`src/rtl/muxpga_cfg_loader.sv`:
```
// muxpga_cfg_loader: serial configuration loader for a 4x4 MUXPGA fabric.
// It hunts for a 1010 header, shifts in CELLS bytes of cell configuration
// plus an XOR checksum, and commits the frame to cfg_bus only when the
// checksum matches.
//
// Ports:
//   clk, reset   - system clock, synchronous active-high reset
//   cfg_en       - loading enable; low aborts a frame (except during EVAL)
//   cfg_valid    - qualifies cfg_data
//   cfg_data     - serial config bit
//   cfg_ready    - loader accepts a bit this cycle
//   cfg_bus      - active configuration, cell k at [8k+7:8k]
//   cfg_done     - one-cycle pulse on a committed frame
//   cfg_err      - sticky checksum-failure flag
//   fabric_hold  - holds the fabric in reset while config is invalid/in flux
`timescale 1ns/1ps
module muxpga_cfg_loader #(
  parameter int unsigned CELLS     = 16,
  parameter int unsigned CELL_BITS = 8
) (
  input  logic                       clk,
  input  logic                       reset,
  input  logic                       cfg_en,
  input  logic                       cfg_valid,
  input  logic                       cfg_data,
  output logic                       cfg_ready,
  output logic [CELLS*CELL_BITS-1:0] cfg_bus,
  output logic                       cfg_done,
  output logic                       cfg_err,
  output logic                       fabric_hold
);

  localparam int unsigned PAY_BITS = CELLS * CELL_BITS;
  localparam int unsigned CNT_W    = $clog2(PAY_BITS + 8 + 1);

  typedef enum logic [1:0] {HUNT, PAYLOAD, CHECK, EVAL} state_t;

  state_t               state, state_next;
  logic [2:0]           hist;      // previous three bits; the current bit completes the 4-bit window
  logic [CNT_W-1:0]     bit_cnt;   // frame bit index, payload and checksum
  logic [6:0]           byte_sr;   // partial payload byte
  logic [7:0]           run_xor;
  logic [7:0]           rx_sum;
  logic [PAY_BITS-1:0]  shadow;
  logic                 loaded;

  logic                 accept;
  logic                 hdr_hit;
  logic                 byte_last;
  logic                 pay_last;
  logic                 chk_last;
  logic                 sum_ok;
  logic                 abort;
  logic                 loaded_next;
  logic [7:0]           byte_new;

  assign accept      = cfg_en & cfg_valid & cfg_ready;
  assign hdr_hit     = ({hist, cfg_data} == 4'b1010);
  assign byte_new    = {byte_sr, cfg_data};
  assign byte_last   = (bit_cnt[2:0] == 3'd7);
  assign pay_last    = (bit_cnt == CNT_W'(PAY_BITS - 1));
  assign chk_last    = (bit_cnt == CNT_W'(PAY_BITS + 7));
  assign sum_ok      = (run_xor == rx_sum);
  assign abort       = ~cfg_en & (state != EVAL);
  assign loaded_next = loaded | ((state == EVAL) & sum_ok);

  // State register
  always_ff @(posedge clk) begin
    if (reset) state <= HUNT;
    else       state <= state_next;
  end

  // Next-state logic
  always_comb begin
    state_next = state;
    case (state)
      HUNT:    if (accept && hdr_hit)  state_next = PAYLOAD;
      PAYLOAD: if (accept && pay_last) state_next = CHECK;
      CHECK:   if (accept && chk_last) state_next = EVAL;
      EVAL:                            state_next = HUNT;
      default:                         state_next = HUNT;
    endcase
    if (abort) state_next = HUNT;
  end

  // Datapath and registered outputs
  always_ff @(posedge clk) begin
    if (reset) begin
      hist        <= '0;
      bit_cnt     <= '0;
      byte_sr     <= '0;
      run_xor     <= '0;
      rx_sum      <= '0;
      shadow      <= '0;
      loaded      <= 1'b0;
      cfg_bus     <= '0;
      cfg_done    <= 1'b0;
      cfg_err     <= 1'b0;
      cfg_ready   <= 1'b0;
      fabric_hold <= 1'b1;
    end else begin
      cfg_done    <= 1'b0;
      cfg_ready   <= (state_next != EVAL);
      fabric_hold <= ~loaded_next | (state_next != HUNT);
      if (abort) begin
        hist    <= '0;
        bit_cnt <= '0;
        byte_sr <= '0;
        run_xor <= '0;
        rx_sum  <= '0;
        shadow  <= '0;
      end else begin
        case (state)
          HUNT: if (accept) begin
            hist <= {hist[1:0], cfg_data};
            if (hdr_hit) begin
              bit_cnt <= '0;
              run_xor <= '0;
              byte_sr <= '0;
            end
          end
          PAYLOAD: if (accept) begin
            bit_cnt <= bit_cnt + CNT_W'(1);
            byte_sr <= byte_new[6:0];
            // Bytes enter at the top and drift down, so cell 0 lands in [7:0].
            if (byte_last) begin
              run_xor <= run_xor ^ byte_new;
              shadow  <= {byte_new, shadow[PAY_BITS-1:8]};
            end
          end
          CHECK: if (accept) begin
            bit_cnt <= bit_cnt + CNT_W'(1);
            rx_sum  <= {rx_sum[6:0], cfg_data};
          end
          EVAL: begin
            hist    <= '0;
            bit_cnt <= '0;
            if (sum_ok) begin
              cfg_bus  <= shadow;
              cfg_done <= 1'b1;
              cfg_err  <= 1'b0;
              loaded   <= 1'b1;
            end else begin
              cfg_err  <= 1'b1;
            end
          end
          default: ;
        endcase
      end
    end
  end

endmodule

```
`config.mk`:
```
export PLATFORM = sky130hd
export DESIGN_NAME = muxpga_cfg_loader
export DESIGN_NICKNAME = d
export VERILOG_FILES = /design/src/rtl/muxpga_cfg_loader.sv
export SDC_FILE = /design/constraint.sdc
export NUM_CORES = 1
export LEC_CHECK = 0
export ABC_AREA = 1
export BUFFER_PORTS_ARGS = -buffer_cell sky130_fd_sc_hd__buf_2
export CORE_MARGIN = 1
export CORE_UTILIZATION = 52
export DETAILED_ROUTE_END_ITERATION = 6
export GPL_ROUTABILITY_DRIVEN = 0
export PLACE_DENSITY = 0.75
export RECOVER_POWER = 25
export SLEW_MARGIN = 20
export SYNTH_ARGS = -nofsm -noshare
export SYNTH_HDL_FRONTEND = slang
export SYNTH_SLANG_ARGS = --single-unit
```
`constraint.sdc`:
```
create_clock -name clk -period 1.6 [get_ports clk]
set_clock_uncertainty 0.2 [all_clocks]
set_input_delay 0.24 -clock clk [delete_from_list [all_inputs] [get_ports clk]]
set_output_delay 0.24 -clock clk [all_outputs]
set_load 0.05 [all_outputs]
```
==> flow_summary.ini <==
[detailed_routing]
drt_pre_antenna_iters = 6
drt-initial-drc-count = 1056
wl_per_cell_microns = 19.8
vias = 11100
ant_nets = 0
drc = 0
wirelength_mm = 37.7
vias_per_cell = 5.83

[critical_path]
start_kind = flip-flop
crit_family = simple AND/OR/NAND/NOR gates
arrival_ns = 2.19
cp-end-kind = flip-flop
crit_buf_inv = 3
cp_slowest_cell = dfxtp_2
max_stage_delay_ns = 0.33
cp_max_fo = 17
criticalPathCategory = flip-flop to flip-flop
cp_cell_sequence = xnor2_1 > nand3_1 > nor2_2 > buf_4 > nand3_4 > buf_12 > buf_12 > nand3_1 > nand2_1
crit_required_ns = 1.84

[sta]
period_share_pct = 122
setup_slack_ns = -0.346
hold_violations = 0
rsz0062_at_grt = yes
post-route-min-period_ns = 1.95
maxSlewViolCount = 0
max_slew.worst_pin.slew_ns = 0.480
setup_viol_count_final = 297
fmaxAchievable_mhz = 514
relSlewSlack_pct = 67.7

[cts]
clk_latency_ns = 0.56
cts_inserted_buffers = 30
cts_tree = built
cts.sinks = 297
clock_path_buffers = 3
clk_pin_slew_ns = 0.06
ctsHtreeMaxLevel = 1
clock-root-buffer = clkbuf_16

[power]
combPwrFrac_pct = 2.4
leakagePower_nw = 7.09
power.total_mw = 14.8
max-vdd-ir-drop_mv = 0.857
p_sw_share_pct = 21.3
pwr-share-clk_pct = 47.8
p_int_mw = 11.7
pwr-share-seq_pct = 49.8
powerDensity_nw_per_um2 = 935
p_sw_mw = 3.17

[run_status]
violations = setup timing
status = complete, but fails checks

[place]
port_buffers = 136
hpwl_mm = 17.3
place_area_sq_um = 12200
dp.cells = 1792

[floorplan]
rows = 52
io_pins = 137
start_util_pct = 53.1
die-width_microns = 146
die_y_microns = 146
core_area_sq_um = 20300
die_area_sq_um = 21300

[logic_synthesis]
synth_seq_cells = 297
synth_top_cell_area_share_pct = 55.2
synth.area.top_cells = dfxtp_1, nand2_1, nor2_1, nand3_1, o21ai_0
synth_flop_cell = dfxtp_1
async_reset_ff_share_pct = 0
synthCells = 1392
synth_nets = 1403
ys_types = 27
synth_edf_count = 0
syn-cell-area_sq_um = 10800
avgSynthCellArea_sq_um = 7.74
yosys.area.top_type = dfxtp_1
ys_warn_count = 0
ys_seq_area_share_pct = 55.2

[grt]
grt_busiest_layer = met2
grt-ovfl-total = 0
use_met3_pct = 3.42
grt_util_met2_pct = 44.3
grt_util_all_layers_pct = 26.0
grt_pass1_vias = 9199
grt_max_degree = 76
antenna_found_initial = 0
grt_pass1_wl_mm = 45.5
grtUsageMet1_pct = 33.9

[layout]
drive_above_1_share_pct = 35.5
instances_no_fill = 1903
diodes = 0
fin_util_pct = 78.2
final_nets = 1624
area_delta_synth_final_pct = 47.4
final_cell_area_sq_um = 15900

[hold_path]
min_path_type = input pin to flip-flop

[run]
cap_violations = 0
[cells by family after synthesis]
logic type	count (synthesis)	share of synthesized area (%)
AO/OA/AOI/OAI	172	8.09
XOR/XNOR	12	0.976
buffers and inverters	121	5.57
AND/OR/NAND/NOR	784	29.5
flip-flops	297	55.2
adder cells (fa/ha/maj)	6	0.697
[flip-flops by register name, summed over array words and instances (netlist names)]
name	count
bit_cnt	8
byte_sr	7
cfg_bus	128
cfg_done	1
cfg_err	1
cfg_ready	1
fabric_hold	1
hist	3
loaded	1
run_xor	8
rx_sum	8
shadow	128
state	2
[metal layers]
| metal | part of all wire, % | wire length (microns) |
|---|---|---|
| met1 | 36 | 13700 |
| met2 | 50 | 18700 |
| met3 | 9.0 | 3380 |
| met4 | 5.0 | 1880 |
| met5 | 0 | 0 |
[cells in the final DEF, fill, tap and decap left out, types with 3 or more instances in the layout]
master     instances
nand3_2           24
buf_12            27
xnor2_1            4
buf_4            102
o21ai_1           60
nand3_4            4
xor2_1             8
a21oi_1           28
nand3_1          127
o21ai_4            3
nand2_1          247
nor2_2            48
buf_16             9
clkbuf_16         50
buf_6             18
inv_4              5
nand2_2           61
o21ai_2           16
buf_2             14
dfxtp_2           16
dfxtp_1          279
o21ai_0           62
clkbuf_4          72
bufbuf_16          3
clkbuf_1           3
nor2_4            33
ha_4               6
inv_2              9
nand2_4           24
nor2_1           208
inv_1             17
clkbuf_8           9
clkinv_2           5
buf_8              6
[power by group through the flow]
stage	Combinational [mW]	Sequential (mW)	Clock, mW
global route	0.381	7.39	7.45
global placement	0.291	7.56	0
detailed placement	0.293	7.56	0
finish	0.359	7.39	7.09
CTS	0.311	7.39	7.09
floorplan	0.166	7.56	0
[per-stage QoR]
stage / setup TNS (ns) / worst slack, ns / hold slack [ns]
after floorplan: -0.396 / -0.0155 / 0.103
after global placement: -14.86 / -0.122 / 0.238
after detailed placement: -34.32 / -0.193 / 0.242
after CTS: -17.11 / -0.122 / 0.0469
after global routing: -76.34 / -0.410 / 0.119
final: -59.52 / -0.346 / 0.115
[cells in the mapped netlist (3+ instances only)]
library cell,number
nand2_1,333
xor2_1,8
clkbuf_1,37
buf_4,4
dfxtp_1,297
ha_1,6
o21ai_1,11
nand3_2,3
inv_1,27
a21oi_1,30
buf_6,12
o21ai_0,128
buf_1,4
xnor2_1,4
inv_2,5
buf_2,30
nor2_1,287
nand3_1,152
[final timing paths]
kind	depth (start not counted)	endpoint	from	slack (ns)
worst min register to register	2	cfg_bus[6]$_SDFFE_PP0P_	shadow[6]$_SDFFE_PP0P_	0.25
worst max-delay path	9	cfg_bus[92]$_SDFFE_PP0P_	run_xor[2]$_SDFFE_PP0P_	-0.35
worst max register to register	9	cfg_bus[92]$_SDFFE_PP0P_	run_xor[2]$_SDFFE_PP0P_	-0.35
worst min-delay path	5	fabric_hold$_SDFF_PP1_	cfg_en	0.11
[layout make-up]
type                    count  area (sq um)
flip-flops and latches    297          5970
repair inverters            2          36.3
clock inverters            10           115
multi-input cells         975          5280
clock buffers              42           886
inverters                  32           161
fillers                  1163          4430
well taps                 270           338
repair buffers            275          3090
[repair_timing]
item	4_1_cts	5_1_grt
endpoints found under the setup margin	358	407
cloned	9	27
buffers inserted	10	13
resized for setup	126	470
hold buffers	2	0
endpoints found under the hold margin	9	0
pin swaps	15	79
[worst min-delay path: stages]
cell and delay [ns]:
buf_2 0.12, nor2_2 0.06, buf_4 0.13, nand3b_1 0.18
nand3_2 0.09
No activity file was read; power rests on OpenSTA's default activity.
